[config.mk]
export PLATFORM = sky130hd
export DESIGN_NAME = cic_rate_ctrl_flat
export DESIGN_NICKNAME = d
export VERILOG_FILES = /design/src/rtl/cic_rate_ctrl_if.sv /design/src/rtl/cic_rate_ctrl.sv /design/src/flat_wrapper.sv
export SDC_FILE = /design/constraint.sdc
export NUM_CORES = 1
export LEC_CHECK = 0
export CAP_MARGIN = 20
export CORE_UTILIZATION = 50
export CTS_BUF_LIST = sky130_fd_sc_hd__clkbuf_8
export CTS_CLUSTER_DIAMETER = 60
export CTS_CLUSTER_SIZE = 20
export DETAILED_ROUTE_END_ITERATION = 10
export PLACE_DENSITY = 0.81
export SLEW_MARGIN = 20
export SYNTH_ARGS = -nofsm -noshare
export SYNTH_HDL_FRONTEND = slang
export SYNTH_SLANG_ARGS = --single-unit
[constraint.sdc]
create_clock -name clk -period 2.5 [get_ports clk]
set_clock_uncertainty 0.2 [all_clocks]
set_input_delay 0.625 -clock clk [delete_from_list [all_inputs] [get_ports clk]]
set_output_delay 0.625 -clock clk [all_outputs]
set_load 0.01 [all_outputs]
[src/rtl/cic_rate_ctrl_if.sv]
// ----------------------------------------------------------------------------
// cic_rate_ctrl_if
// Configuration / rate-control bundle between the register block (master) and
// cic_rate_ctrl (slave).
//   enable        : run enable (level)
//   cfg_req       : reconfiguration request, level held until cfg_ack
//   cfg_os_sel    : requested decimation exponent (ratio = 2^os)
//   cfg_ack       : one-cycle pulse when the request has been applied
//   os_sel_o      : active os_sel driven to cic_filter
//   cic_clr       : synchronous clear to cic_filter integrators/combs
//   dec_strobe    : one-clk pulse per decimated sample
//   out_valid     : cic_filter data_out is trustworthy on this strobe
//   busy          : boundary wait, clear or settle in progress
//   stat_samples  : valid-sample count
//   stat_reconfig : applied-reconfiguration count
// ----------------------------------------------------------------------------
interface cic_rate_ctrl_if #(
   parameter int unsigned OSW = 3
);
   logic            enable;
   logic            cfg_req;
   logic [OSW-1:0]  cfg_os_sel;
   logic            cfg_ack;
   logic [OSW-1:0]  os_sel_o;
   logic            cic_clr;
   logic            dec_strobe;
   logic            out_valid;
   logic            busy;
   logic [15:0]     stat_samples;
   logic [7:0]      stat_reconfig;

   modport master (
      output enable, cfg_req, cfg_os_sel,
      input  cfg_ack, os_sel_o, cic_clr, dec_strobe, out_valid, busy,
             stat_samples, stat_reconfig
   );

   modport slave (
      input  enable, cfg_req, cfg_os_sel,
      output cfg_ack, os_sel_o, cic_clr, dec_strobe, out_valid, busy,
             stat_samples, stat_reconfig
   );
endinterface

[src/rtl/cic_rate_ctrl.sv]
// ----------------------------------------------------------------------------
// cic_rate_ctrl
// Rate and reconfiguration controller for the CIC decimator. Produces the
// decimated-rate strobe, applies os_sel changes only on a decimation boundary,
// clears the filter and masks its start-up transient before flagging valid
// output.
// Ports:
//   clk     : clock
//   reset_n : asynchronous active-low reset
//   bus     : cic_rate_ctrl_if.slave (enable, cfg_req/cfg_os_sel/cfg_ack,
//             os_sel_o, cic_clr, dec_strobe, out_valid, busy, stat_*)
// Optional: define CIC_RATE_CTRL_STAT_EN to build the saturating
//   stat_samples / stat_reconfig counters; otherwise both read as 0.
// ----------------------------------------------------------------------------
module cic_rate_ctrl #(
   parameter int unsigned OSW            = 3,
   parameter int unsigned MAX_OS         = 7,
   parameter int unsigned DEF_OS         = 1,
   parameter int unsigned CLR_CYCLES     = 4,
   parameter int unsigned SETTLE_SAMPLES = 4
) (
   input  logic            clk,
   input  logic            reset_n,
   cic_rate_ctrl_if.slave  bus
);

   localparam int unsigned PW = MAX_OS;
   localparam int unsigned CW = $clog2(CLR_CYCLES + 1);
   localparam int unsigned SW = $clog2(SETTLE_SAMPLES + 1);

   typedef enum logic [2:0] {
      ST_IDLE,
      ST_CLEAR,
      ST_SETTLE,
      ST_RUN,
      ST_WAIT_BND
   } state_t;

   state_t          state_q, state_d;
   logic [PW-1:0]   phase_q, phase_d;
   logic [CW-1:0]   clr_cnt_q, clr_cnt_d;
   logic [SW-1:0]   settle_cnt_q, settle_cnt_d;
   logic [OSW-1:0]  os_q, os_d;
   logic            ack_q, ack_d;
   logic            clr_q, clr_d;
   logic            strobe_q, strobe_d;
   logic            valid_q, valid_d;
   logic            busy_q, busy_d;

   logic [PW-1:0]   term_c;
   logic [OSW-1:0]  os_new_c;
   logic            counting_c;
   logic            next_counting_c;
   logic            at_term_c;
   logic            req_new_c;
   logic            apply_c;

   // Terminal phase 2^os-1 as a mask of os low ones; clamp of the request.
   always_comb begin
      term_c     = ~({PW{1'b1}} << os_q);
      os_new_c   = (bus.cfg_os_sel > OSW'(MAX_OS)) ? OSW'(MAX_OS) : bus.cfg_os_sel;
      counting_c = state_q inside {ST_SETTLE, ST_RUN, ST_WAIT_BND};
      at_term_c  = counting_c && (phase_q == term_c);
      // cfg_req is still high during the ack cycle; do not service it twice.
      req_new_c  = bus.cfg_req && !ack_q;
   end

   // State register and registered outputs.
   always_ff @(posedge clk or negedge reset_n) begin
      if (!reset_n) begin
         state_q      <= ST_IDLE;
         phase_q      <= '0;
         clr_cnt_q    <= '0;
         settle_cnt_q <= '0;
         os_q         <= OSW'(DEF_OS);
         ack_q        <= 1'b0;
         clr_q        <= 1'b0;
         strobe_q     <= 1'b0;
         valid_q      <= 1'b0;
         busy_q       <= 1'b0;
      end else begin
         state_q      <= state_d;
         phase_q      <= phase_d;
         clr_cnt_q    <= clr_cnt_d;
         settle_cnt_q <= settle_cnt_d;
         os_q         <= os_d;
         ack_q        <= ack_d;
         clr_q        <= clr_d;
         strobe_q     <= strobe_d;
         valid_q      <= valid_d;
         busy_q       <= busy_d;
      end
   end

   // Next-state and next-output logic.
   always_comb begin
      state_d = state_q;
      apply_c = 1'b0;

      case (state_q)
         ST_IDLE: begin
            // Config is applied even while enabling, so CLEAR runs at the new os.
            apply_c = req_new_c;
            if (bus.enable) state_d = ST_CLEAR;
         end
         ST_CLEAR: begin
            if (clr_cnt_q == CW'(CLR_CYCLES - 1)) state_d = ST_SETTLE;
         end
         ST_SETTLE: begin
            if (at_term_c && (settle_cnt_q == SW'(SETTLE_SAMPLES - 1))) state_d = ST_RUN;
         end
         ST_RUN: begin
            if (req_new_c) begin
               if (os_new_c == os_q) apply_c = 1'b1;
               else                  state_d = ST_WAIT_BND;
            end
         end
         ST_WAIT_BND: begin
            if (!bus.cfg_req) begin
               state_d = ST_RUN;
            end else if (at_term_c) begin
               apply_c = 1'b1;
               state_d = ST_CLEAR;
            end
         end
         default: state_d = ST_IDLE;
      endcase

      // Dropping enable aborts any state; a pending request waits for IDLE.
      if (!bus.enable && (state_q != ST_IDLE)) begin
         state_d = ST_IDLE;
         apply_c = 1'b0;
      end

      next_counting_c = state_d inside {ST_SETTLE, ST_RUN, ST_WAIT_BND};

      phase_d      = (counting_c && next_counting_c) ?
                     (at_term_c ? '0 : phase_q + PW'(1)) : '0;
      clr_cnt_d    = ((state_q == ST_CLEAR) && (state_d == ST_CLEAR)) ?
                     clr_cnt_q + CW'(1) : '0;
      settle_cnt_d = ((state_q == ST_SETTLE) && (state_d == ST_SETTLE)) ?
                     settle_cnt_q + SW'(at_term_c) : '0;
      os_d         = apply_c ? os_new_c : os_q;
      ack_d        = apply_c;
      clr_d        = (state_d == ST_CLEAR);
      // The boundary strobe out of WAIT_BND is still an old-rate valid sample.
      strobe_d     = bus.enable && at_term_c;
      valid_d      = bus.enable && at_term_c && (state_q inside {ST_RUN, ST_WAIT_BND});
      busy_d       = state_d inside {ST_WAIT_BND, ST_CLEAR, ST_SETTLE};
   end

   assign bus.cfg_ack    = ack_q;
   assign bus.os_sel_o   = os_q;
   assign bus.cic_clr    = clr_q;
   assign bus.dec_strobe = strobe_q;
   assign bus.out_valid  = valid_q;
   assign bus.busy       = busy_q;

`ifdef CIC_RATE_CTRL_STAT_EN
   logic [15:0] samples_q;
   logic [7:0]  reconf_q;

   // Saturating statistics, updated together with the pulse they count.
   always_ff @(posedge clk or negedge reset_n) begin
      if (!reset_n) begin
         samples_q <= '0;
         reconf_q  <= '0;
      end else begin
         if (valid_d && (samples_q != 16'hFFFF)) samples_q <= samples_q + 16'd1;
         if (apply_c && (os_new_c != os_q) && (reconf_q != 8'hFF)) reconf_q <= reconf_q + 8'd1;
      end
   end

   assign bus.stat_samples  = samples_q;
   assign bus.stat_reconfig = reconf_q;
`else
   assign bus.stat_samples  = '0;
   assign bus.stat_reconfig = '0;
`endif

endmodule

[src/flat_wrapper.sv]
// flat-port wrapper written by rule: the top's interface ports become plain ports
module cic_rate_ctrl_flat 
#(
   parameter int unsigned OSW            = 3,
   parameter int unsigned MAX_OS         = 7,
   parameter int unsigned DEF_OS         = 1,
   parameter int unsigned CLR_CYCLES     = 4,
   parameter int unsigned SETTLE_SAMPLES = 4
)
  (clk, reset_n, bus_enable, bus_cfg_req, bus_cfg_os_sel, bus_cfg_ack, bus_os_sel_o, bus_cic_clr, bus_dec_strobe, bus_out_valid, bus_busy, bus_stat_samples, bus_stat_reconfig);
  cic_rate_ctrl_if #(.OSW(OSW)) bus_i ();
  input  logic clk;
  input  logic reset_n;
  input wire logic [$bits(bus_i.enable)-1:0] bus_enable;
  input wire logic [$bits(bus_i.cfg_req)-1:0] bus_cfg_req;
  input wire logic [$bits(bus_i.cfg_os_sel)-1:0] bus_cfg_os_sel;
  output wire logic [$bits(bus_i.cfg_ack)-1:0] bus_cfg_ack;
  output wire logic [$bits(bus_i.os_sel_o)-1:0] bus_os_sel_o;
  output wire logic [$bits(bus_i.cic_clr)-1:0] bus_cic_clr;
  output wire logic [$bits(bus_i.dec_strobe)-1:0] bus_dec_strobe;
  output wire logic [$bits(bus_i.out_valid)-1:0] bus_out_valid;
  output wire logic [$bits(bus_i.busy)-1:0] bus_busy;
  output wire logic [$bits(bus_i.stat_samples)-1:0] bus_stat_samples;
  output wire logic [$bits(bus_i.stat_reconfig)-1:0] bus_stat_reconfig;
  assign bus_i.enable = bus_enable;
  assign bus_i.cfg_req = bus_cfg_req;
  assign bus_i.cfg_os_sel = bus_cfg_os_sel;
  assign bus_cfg_ack = bus_i.cfg_ack;
  assign bus_os_sel_o = bus_i.os_sel_o;
  assign bus_cic_clr = bus_i.cic_clr;
  assign bus_dec_strobe = bus_i.dec_strobe;
  assign bus_out_valid = bus_i.out_valid;
  assign bus_busy = bus_i.busy;
  assign bus_stat_samples = bus_i.stat_samples;
  assign bus_stat_reconfig = bus_i.stat_reconfig;
  cic_rate_ctrl #(.OSW(OSW), .MAX_OS(MAX_OS), .DEF_OS(DEF_OS), .CLR_CYCLES(CLR_CYCLES), .SETTLE_SAMPLES(SETTLE_SAMPLES)) u_core (.clk(clk), .reset_n(reset_n), .bus(bus_i));
endmodule
Word-level counts from Yosys, hierarchy flattened --
Index checks and enable logic that the tools add are counted.
Word-level totals: word-level logic and storage cells 65, bits of input ports 7, output and inout port bits 32, flip-flop bits (word level) 24
Operators by class: order comparisons 1, add/sub/neg operators 3, muxes and demuxes 20, equality and inequality tests 12, reductions and logical operators 17, shift operators 1, bitwise operators 1
Operators with widths (count):
- 2-to-1 mux 3 bit | 11
- equality test 3 x 2 -> 1 bit (second input constant) | 6
- one-hot mux 3 bit (5 select lines) | 1
- 2-to-1 mux 7 bit | 2
- nonzero test 3 bit | 4
- logical AND 1 bit | 9
- adder 7 x 1 -> 7 bit (second input constant) | 1
- equality test 7 bit | 1
- NOT 7 bit | 1
- << shifter 7 x 3 -> 7 bit (first input constant) | 1
- equality test 3 x 1 -> 1 bit (second input constant) | 2
- equality test 3 bit (second input constant) | 2
- 2-to-1 mux 1 bit | 5
- adder 3 x 1 -> 3 bit | 1
- adder 3 x 1 -> 3 bit (second input constant) | 1
- equality test 3 bit | 1
- > comparator 3 bit (second input constant) | 1
- logical NOT 3 bit | 1
- one-hot mux 1 bit (3 select lines) | 1
- logical NOT 1 bit | 2
- nonzero test 2 bit | 1

Longest topological paths before layout --
Gate-level depths: netlist of the first run.
depth in word-level cells 12, mapped depth 10, mapped depth without buffers 9

Least setup slack after synthesis of the first run --
Ideal clock, no wire load.
path kind register to register, start point reg u_core.os_q[0] (netlist: u_core.bus.os_sel_o[0]), end point reg u_core.settle_cnt_q[1], data arrival time 2.042 ns, clock period less this slack 2.361 ns, data required time 2.181 ns, slack 0.139 ns, setup time 0.119 ns, stages on the path, launching flop included 10, path buffers 1, cells stage by stage dfstp_2 > buf_4 > nor2_1 > nor4b_1 > o32ai_2 > or2_2 > nor2_1 > ha_1 > ha_1 > and2_1
Between the ends: cells in the longest elaborated chain, start to end 11, elaborated cells between the ends (all ways) 17, those cells by class add/sub (1); eq/ne (3); shift (1); mux (8); bitwise (1); reduce/logical (3)
Ends and longest elaborated chain:
- start: declaration | line cic_rate_ctrl.sv:43 | logic [OSW-1:0] os_q, os_d;
- start signal: assignment | line cic_rate_ctrl.sv:75 | os_q <= OSW'(DEF_OS);
- start signal: assignment | line cic_rate_ctrl.sv:86 | os_q <= os_d;
- << shifter 7 x 3 -> 7 bit | line cic_rate_ctrl.sv:60 | term_c = ~({PW{1'b1}} << os_q);
- NOT 7 bit | line cic_rate_ctrl.sv:60
- equality test 7 bit | line cic_rate_ctrl.sv:63 | at_term_c = counting_c && (phase_q == term_c);
- logical AND 1 bit | line cic_rate_ctrl.sv:63
- 2-to-1 mux 3 bit or logical AND 1 bit (tied branches) | line cic_rate_ctrl.sv:121, cic_rate_ctrl.sv:110
- 2-to-1 mux 3 bit, on equally long branches | line cic_rate_ctrl.sv:119, cic_rate_ctrl.sv:110
- one-hot mux 3 bit (5 select lines) | line cic_rate_ctrl.sv:100 | case (state_q)
- 2-to-1 mux 3 bit | line cic_rate_ctrl.sv:130 | if (!bus.enable && (state_q != ST_IDLE)) begin
- equality test 3 x 2 -> 1 bit | line cic_rate_ctrl.sv:141 | settle_cnt_d = ((state_q == ST_SETTLE) && (state_d == ST_SETTLE)) ?
- logical AND 1 bit | line cic_rate_ctrl.sv:141
- 2-to-1 mux 3 bit (*) | line cic_rate_ctrl.sv:141
- named net u_core.settle_cnt_d[1] | line cic_rate_ctrl.sv:42 | logic [SW-1:0] settle_cnt_q, settle_cnt_d;
- end signal: assignment | line cic_rate_ctrl.sv:85 | settle_cnt_q <= settle_cnt_d;
- end: declaration | line cic_rate_ctrl.sv:42
The timed path passes the listed nets; every way through them passes the cells marked *. A chain may end at the register's enable or synchronous reset.

Final worst setup path of the first run --
start point reg u_core.os_q[0] (netlist: u_core.bus.os_sel_o[0]), end point out bus_os_sel_o[0]
RTL lines:
- end: declaration | line flat_wrapper.sv:18 | output wire logic [$bits(bus_i.os_sel_o)-1:0] bus_os_sel_o;
No word-level cell between the ends.

==> impl_metrics.tcl, run 1 <==
set metrics [dict create \
    vias 1188 \
    yosysUniqueCellTypes 41 \
    dpl.cell_count 208 \
    critPathMaxFanout 7 \
    syn_inst 165 \
    track_usage 0.184 \
    final_cell_mix "conb_1, nor2_1, dfrtp_1" \
    min_from "u_core.clr_cnt_q[0]" \
    p_sw_w 0.000661 \
    syn_avg_cell_area_um2 9.28 \
    start_util 0.541 \
    outcome "finished with violations" \
    synthTopCellsByArea "dfrtp_1, buf_4, nor2_1" \
    drc_errors 4 \
    drtIter0Drc 70 \
    coreArea_um2 2830 \
    crit_slowest_cell "dfstp_2" \
    seq_power_share 0.354 \
    hold_class "reg -> reg" \
    clk_latency_ns 0.27 \
    wirelength_mm 2.87 \
    worstHoldPathCells 1 \
    leakagePower_nw 0.794 \
    wl_per_cell_um 13.0 \
    portBuffers 14 \
    syn-cell-area_um2 1530 \
    htreeDepth 1 \
    path_class "reg -> out" \
    drt-vias-per-instance 5.40 \
    die_w_um 57.3 \
    fin_area_um2 1750 \
    ys_seq_area_frac 0.393 \
    period_needed_ns 2.35 \
    whs_ns 0.247 \
    switching_share 0.400 \
    clock-sinks 24 \
    dp_hpwl_mm 2.03 \
    area_delta_synth_final_pct 14.1 \
    gp_congestion 0.808 \
    synth_top_area_frac 0.376 \
    post-route-util 0.618 \
    cp.arrival_ns 1.52 \
    final_common_cell "conb_1" \
    comb_power_share 0.506 \
    cp-end-kind "output port" \
    numCtsBuffers 3 \
    synth_seq_cells 24 \
    cts_tree "yes" \
    max_freq_mhz 426 \
    cp_cell_sequence "buf_4 -> clkdlybuf4s50_1" \
    synth-main-ff-cell "dfrtp_1" \
    grt_pass1_wl_mm 4.66 \
    hold_end "u_core.clr_cnt_q[0]" \
    overflow 0 \
    slowest_delay_ns 0.59 \
    internal-power_w 0.000990 \
    top_usage_layer "met2" \
    startpoint "u_core.bus.os_sel_o[0]" \
    grt_max_degree 25 \
    row_count 19 \
    ir_drop_v 0.000324 \
    finalNonFillerCells 220 \
    ctsLongestPathBuffers 2 \
    final.period_utilization 0.939 \
    die-area_um2 3290 \
    grt_util_met2 0.322 \
    worstSetupStartpointType "flip-flop" \
    synth_edf_count 0 \
    slew_viol_final 0 \
    ff2ff_setup_slack_ns 0.17 \
    setup_viol 0 \
    grt_util_met1 0.223 \
    cts.clk_slew.worst_paths_ns 0.08 \
    finalHoldViolCount 0 \
    reg2reg_from "u_core.bus.os_sel_o[2]" \
    antenna_found_initial 0 \
    r2r_cells 11 \
    nets 202 \
    yosysWarnings 0 \
    required_ns 1.67 \
    grt_pass1_vias 1103 \
    synth_top_cell_by_area "dfrtp_1" \
    maxCapViolations 0 \
    clockPowerShare 0.140 \
    pwr_density_cell_nw_per_um2 945 \
    pin_count 39 \
    fp.dieH_um 57.3 \
    r2r-end "u_core.settle_cnt_q[2]" \
    use_met3 0.0295 \
    drt.antenna.violating_nets 0 \
    setup_tns_ns 0 \
    violations "DRC" \
    drtPass1Iterations 8 \
    async_reset_ff_frac 1.00 \
    cts-root-buf "clkbuf_8" \
    diodes 0 \
    drive_gt1_frac 0.164 \
    placed_area_um2 1610 \
]
[worst max-delay path, delay by kind of cell, from the launching register on]
family                 cells  cell delay, ns
DFF                        1            0.59
buffers and inverters      2            0.67
[metal layers]
| metal | routed length, µm | part of all wire | vias to the layer above |
|---|---|---|---|
| met3 | 135 | 0.047 | 5 |
| met2 | 1450 | 0.51 | 51 |
| met1 | 1250 | 0.43 | 567 |
| met5 | 0 | 0 | - |
| met4 | 31 | 0.011 | 0 |
| li1 | - | - | 565 |
[final cells by class]
cell class	instances	area, µm²
Fill cell	223	1080
Clock inverter	1	3.75
Sequential cell	24	606
Multi-Input combinational cell	129	802
Tap cell	31	38.8
Clock buffer	3	41.3
Timing Repair Buffer	27	238
Inverter	5	18.8
[cells by family (layout without fill, tap and decap cells)]
kind of cell / Yosys count / after routing / synth area share
xor+xnor: 11 / 11 / 0.0629
fa+ha+maj: 5 / 5 / 0.0408
simple gates: 62 / 62 / 0.206
flops: 24 / 24 / 0.393
buf+inv: 35 / 36 / 0.156
other cells: 1 / 24 / 0.00245
mux: 3 / 3 / 0.0221
compound gates: 24 / 24 / 0.117
[stage by stage]
stage,total power [W],setup WS (ns)
4_1_cts,0.00154,0.0464
6_report,0.00165,0.153
3_5_place_dp,0.00130,-0.0975
5_1_grt,0.00176,-0.00249
3_3_place_gp,0.00127,0.0206
2_1_floorplan,0.00113,0.139
[power groups by stage]
stage / Sequential [W] / Clock [W] / Combinational (W)
after global routing: 0.000598 / 0.000248 / 0.000913
after global placement: 0.000601 / 0 / 0.000667
final: 0.000585 / 0.000231 / 0.000836
after detailed placement: 0.000612 / 0 / 0.000688
after floorplan: 0.000540 / 0 / 0.000589
after CTS: 0.000606 / 0.000233 / 0.000698
[cells in the mapped netlist (2+ instances only)]
library cell,n
and2_1,3
ha_1,5
xnor2_1,7
a31o_2,2
nor3_1,4
nor2_1,22
and3_1,3
mux2_1,3
inv_1,5
o21ai_0,3
o21a_1,2
dfrtp_1,23
xor2_1,4
buf_4,26
nand2_1,9
a41oi_1,2
nand3b_1,2
nor2b_1,2
nand3_1,4
nand2b_1,3
a21oi_1,6
nor4_1,4
a211oi_1,2
buf_2,2
[worst max-delay path by stage]
stage | cells past startpoint | endpoint
5_1_grt | 9 | u_core.settle_cnt_q[2]
3_5_place_dp | 7 | u_core.settle_cnt_q[2]
2_1_floorplan | 9 | u_core.settle_cnt_q[1]
4_1_cts | 9 | u_core.settle_cnt_q[2]
6_report | 2 | bus_os_sel_o[0]
3_3_place_gp | 7 | u_core.settle_cnt_q[2]
[sequential cells by signal, indices dropped and copies added, names as in the netlist]
| signal | cells |
|---|---|
| u_core.bus.dec_strobe | 1 |
| u_core.phase_q | 7 |
| u_core.bus.out_valid | 1 |
| u_core.clr_cnt_q | 3 |
| u_core.bus.cfg_ack | 1 |
| u_core.bus.cic_clr | 1 |
| u_core.state_q | 3 |
| u_core.bus.os_sel_o | 3 |
| u_core.bus.busy | 1 |
| u_core.settle_cnt_q | 3 |
[repair_timing]
item	in CTS	in global routing
hold endpoints to repair	0	0
pin swaps	0	4
resized for setup	1	8
hold buffers	0	0
endpoints found under the setup margin	1	2
buffers inserted	0	8
No activity file was read; power rests on OpenSTA's default activity.
==> run 2: changes to the inputs <==
--- a/config.mk
+++ b/config.mk
@@ -11,8 +11,9 @@
 export CTS_CLUSTER_DIAMETER = 60
 export CTS_CLUSTER_SIZE = 20
 export DETAILED_ROUTE_END_ITERATION = 10
+export HOLD_SLACK_MARGIN = 0.03
 export PLACE_DENSITY = 0.81
-export SLEW_MARGIN = 20
+export RECOVER_POWER = 25
 export SYNTH_ARGS = -nofsm -noshare
 export SYNTH_HDL_FRONTEND = slang
 export SYNTH_SLANG_ARGS = --single-unit
==> run 2 against run 1 <==
Against the previous run:
- the flow still finishes with violations (DRC)
- cell count stayed put
- largest power group unchanged
- worst setup slack is the same
- worst hold slack unchanged
- wire length did not move
- core utilization fell by 0.13 points
- clock power about the same
==> impl_metrics.tcl, run 2 (same netlist as run 1, synthesis figures left out) <==
set metrics [dict create \
    max_freq_mhz 426 \
    wirelength_mm 2.87 \
    violations "DRC" \
    cts_hold_buffers 0 \
    dpl.cell_count 208 \
    grt_max_degree 25 \
    cp-end-kind "output port" \
    drtPass1Iterations 8 \
    portBuffers 14 \
    drtIter0Drc 70 \
    leakagePower_nw 0.790 \
    post-route-util 0.617 \
    max_flop_register "u_core.phase_q" \
    ctsLongestPathBuffers 2 \
    start_util 0.541 \
    whs_ns 0.247 \
    numCtsBuffers 3 \
    pin_count 39 \
    cp_cell_sequence "buf_4 -> clkdlybuf4s50_1" \
    overflow 0 \
    cp.arrival_ns 1.52 \
    fp.dieH_um 57.3 \
    r2r-end "u_core.settle_cnt_q[2]" \
    ir_drop_v 0.000324 \
    htreeDepth 1 \
    cts-root-buf "clkbuf_8" \
    final_common_cell "conb_1" \
    dp_hpwl_mm 2.03 \
    area_delta_synth_final_pct 13.9 \
    clockPowerShare 0.140 \
    grt_pass1_wl_mm 4.66 \
    clock-sinks 24 \
    finalNonFillerCells 220 \
    gp_congestion 0.808 \
    ff2ff_setup_slack_ns 0.17 \
    pwr_density_cell_nw_per_um2 946 \
    seq_power_share 0.354 \
    critPathMaxFanout 7 \
    track_usage 0.184 \
    die_w_um 57.3 \
    hold_class "reg -> reg" \
    required_ns 1.67 \
    drc_errors 4 \
    drt-vias-per-instance 5.40 \
    crit_slowest_cell "dfstp_2" \
    internal-power_w 0.000989 \
    grt_pass1_vias 1103 \
    crit_end "bus_os_sel_o[0]" \
    nets 202 \
    cp_num_cells 2 \
    worstHoldPathCells 1 \
    r2r_cells 11 \
    maxCapViolations 0 \
    wl_per_cell_um 13.0 \
    final_cell_mix "conb_1, nor2_1, dfrtp_1" \
    finalHoldViolCount 0 \
    comb_power_share 0.506 \
    vias 1188 \
    row_count 19 \
    largest_reg_flops 7 \
    startpoint "u_core.bus.os_sel_o[0]" \
    p_sw_w 0.000661 \
    reg2reg_from "u_core.bus.os_sel_o[2]" \
    path_class "reg -> out" \
    coreArea_um2 2830 \
    diodes 0 \
    cts.clk_slew.worst_paths_ns 0.08 \
    critical-path-top-delay-family "buffers and inverters" \
    slew_viol_final 0 \
    switching_share 0.401 \
    slew_headroom 0.151 \
    slowest_delay_ns 0.59 \
    worst_slew_pin_slew_ns 1.27 \
    outcome "finished with violations" \
    die-area_um2 3290 \
    path_buf_inv 2 \
    setup_viol 0 \
    final.period_utilization 0.939 \
    drive_gt1_frac 0.159 \
    period_needed_ns 2.35 \
    worstSetupStartpointType "flip-flop" \
    cts_tree "yes" \
    clk_latency_ns 0.27 \
    antenna_found_initial 0 \
    drt.antenna.violating_nets 0 \
]
run 2: changes by cell type in the layout (fill, tap and decap cells not counted):
cell             delta
clkdlybuf4s50_1     -1
clkbuf_1            +1
buf_4               -1
dlygate4sd3_1       +1
run 2: metrics by stage:
| step | total power (W) | cell area [µm²] | setup WS (ns) | setup TNS, ns |
|---|---|---|---|---|
| after CTS | 0.00154 | 1670 | 0.0464 | 0 |
| after detailed placement | 0.00130 | 1610 | -0.0975 | -0.214 |
| after global placement | 0.00127 | 1610 | 0.0206 | 0 |
| after global routing | 0.00176 | 1740 | -0.00249 | -0.00249 |
| final | 0.00165 | 1740 | 0.153 | 0 |
| after floorplan | 0.00113 | 1620 | 0.139 | 0 |
run 2: worst min path at each step:
| stage | startpoint | endpoint | slack, ns |
|---|---|---|---|
| 6_report | u_core.clr_cnt_q[0] | u_core.clr_cnt_q[0] | 0.25 |
| 3_5_place_dp | u_core.clr_cnt_q[0] | u_core.clr_cnt_q[0] | 0.24 |
| 2_1_floorplan | reset_n | u_core.bus.busy | 0.13 |
| 4_1_cts | u_core.clr_cnt_q[0] | u_core.clr_cnt_q[0] | 0.25 |
| 5_1_grt | u_core.clr_cnt_q[0] | u_core.clr_cnt_q[0] | 0.28 |
| 3_3_place_gp | u_core.clr_cnt_q[0] | u_core.clr_cnt_q[0] | 0.23 |
run 2: timing repair:
| action | in CTS | in global routing |
|---|---|---|
| endpoints found under the setup margin | 1 | 2 |
| gates cloned | 0 | 0 |
| gates resized for setup | 1 | 8 |
| pin swaps | 0 | 4 |
| setup buffers | 0 | 8 |
run 2: final cells by class:
class / count / area [µm²]
Multi-Input combinational cell: 129 / 802
Timing Repair Buffer: 27 / 234
Inverter: 5 / 18.8
Tap cell: 31 / 38.8
Clock buffer: 3 / 41.3
Sequential cell: 24 / 606
Fill cell: 224 / 1080
Clock inverter: 1 / 3.75
run 2: routing by layer:
metal | global-route usage | vias to the layer above | share of wire
met3 | 0.0295 | 5 | 0.047
met5 | 0 | - | 0
met4 | 0.0767 | 0 | 0.011
met1 | 0.223 | 567 | 0.43
met2 | 0.322 | 51 | 0.51
li1 | - | 565 | -
run 2: power by group through the flow:
stage	logic (W)	clock network, W	registers, W
after floorplan	0.000589	0	0.000540
after global placement	0.000667	0	0.000601
after detailed placement	0.000688	0	0.000612
after CTS	0.000698	0.000233	0.000606
after global routing	0.000912	0.000248	0.000598
final	0.000835	0.000231	0.000584
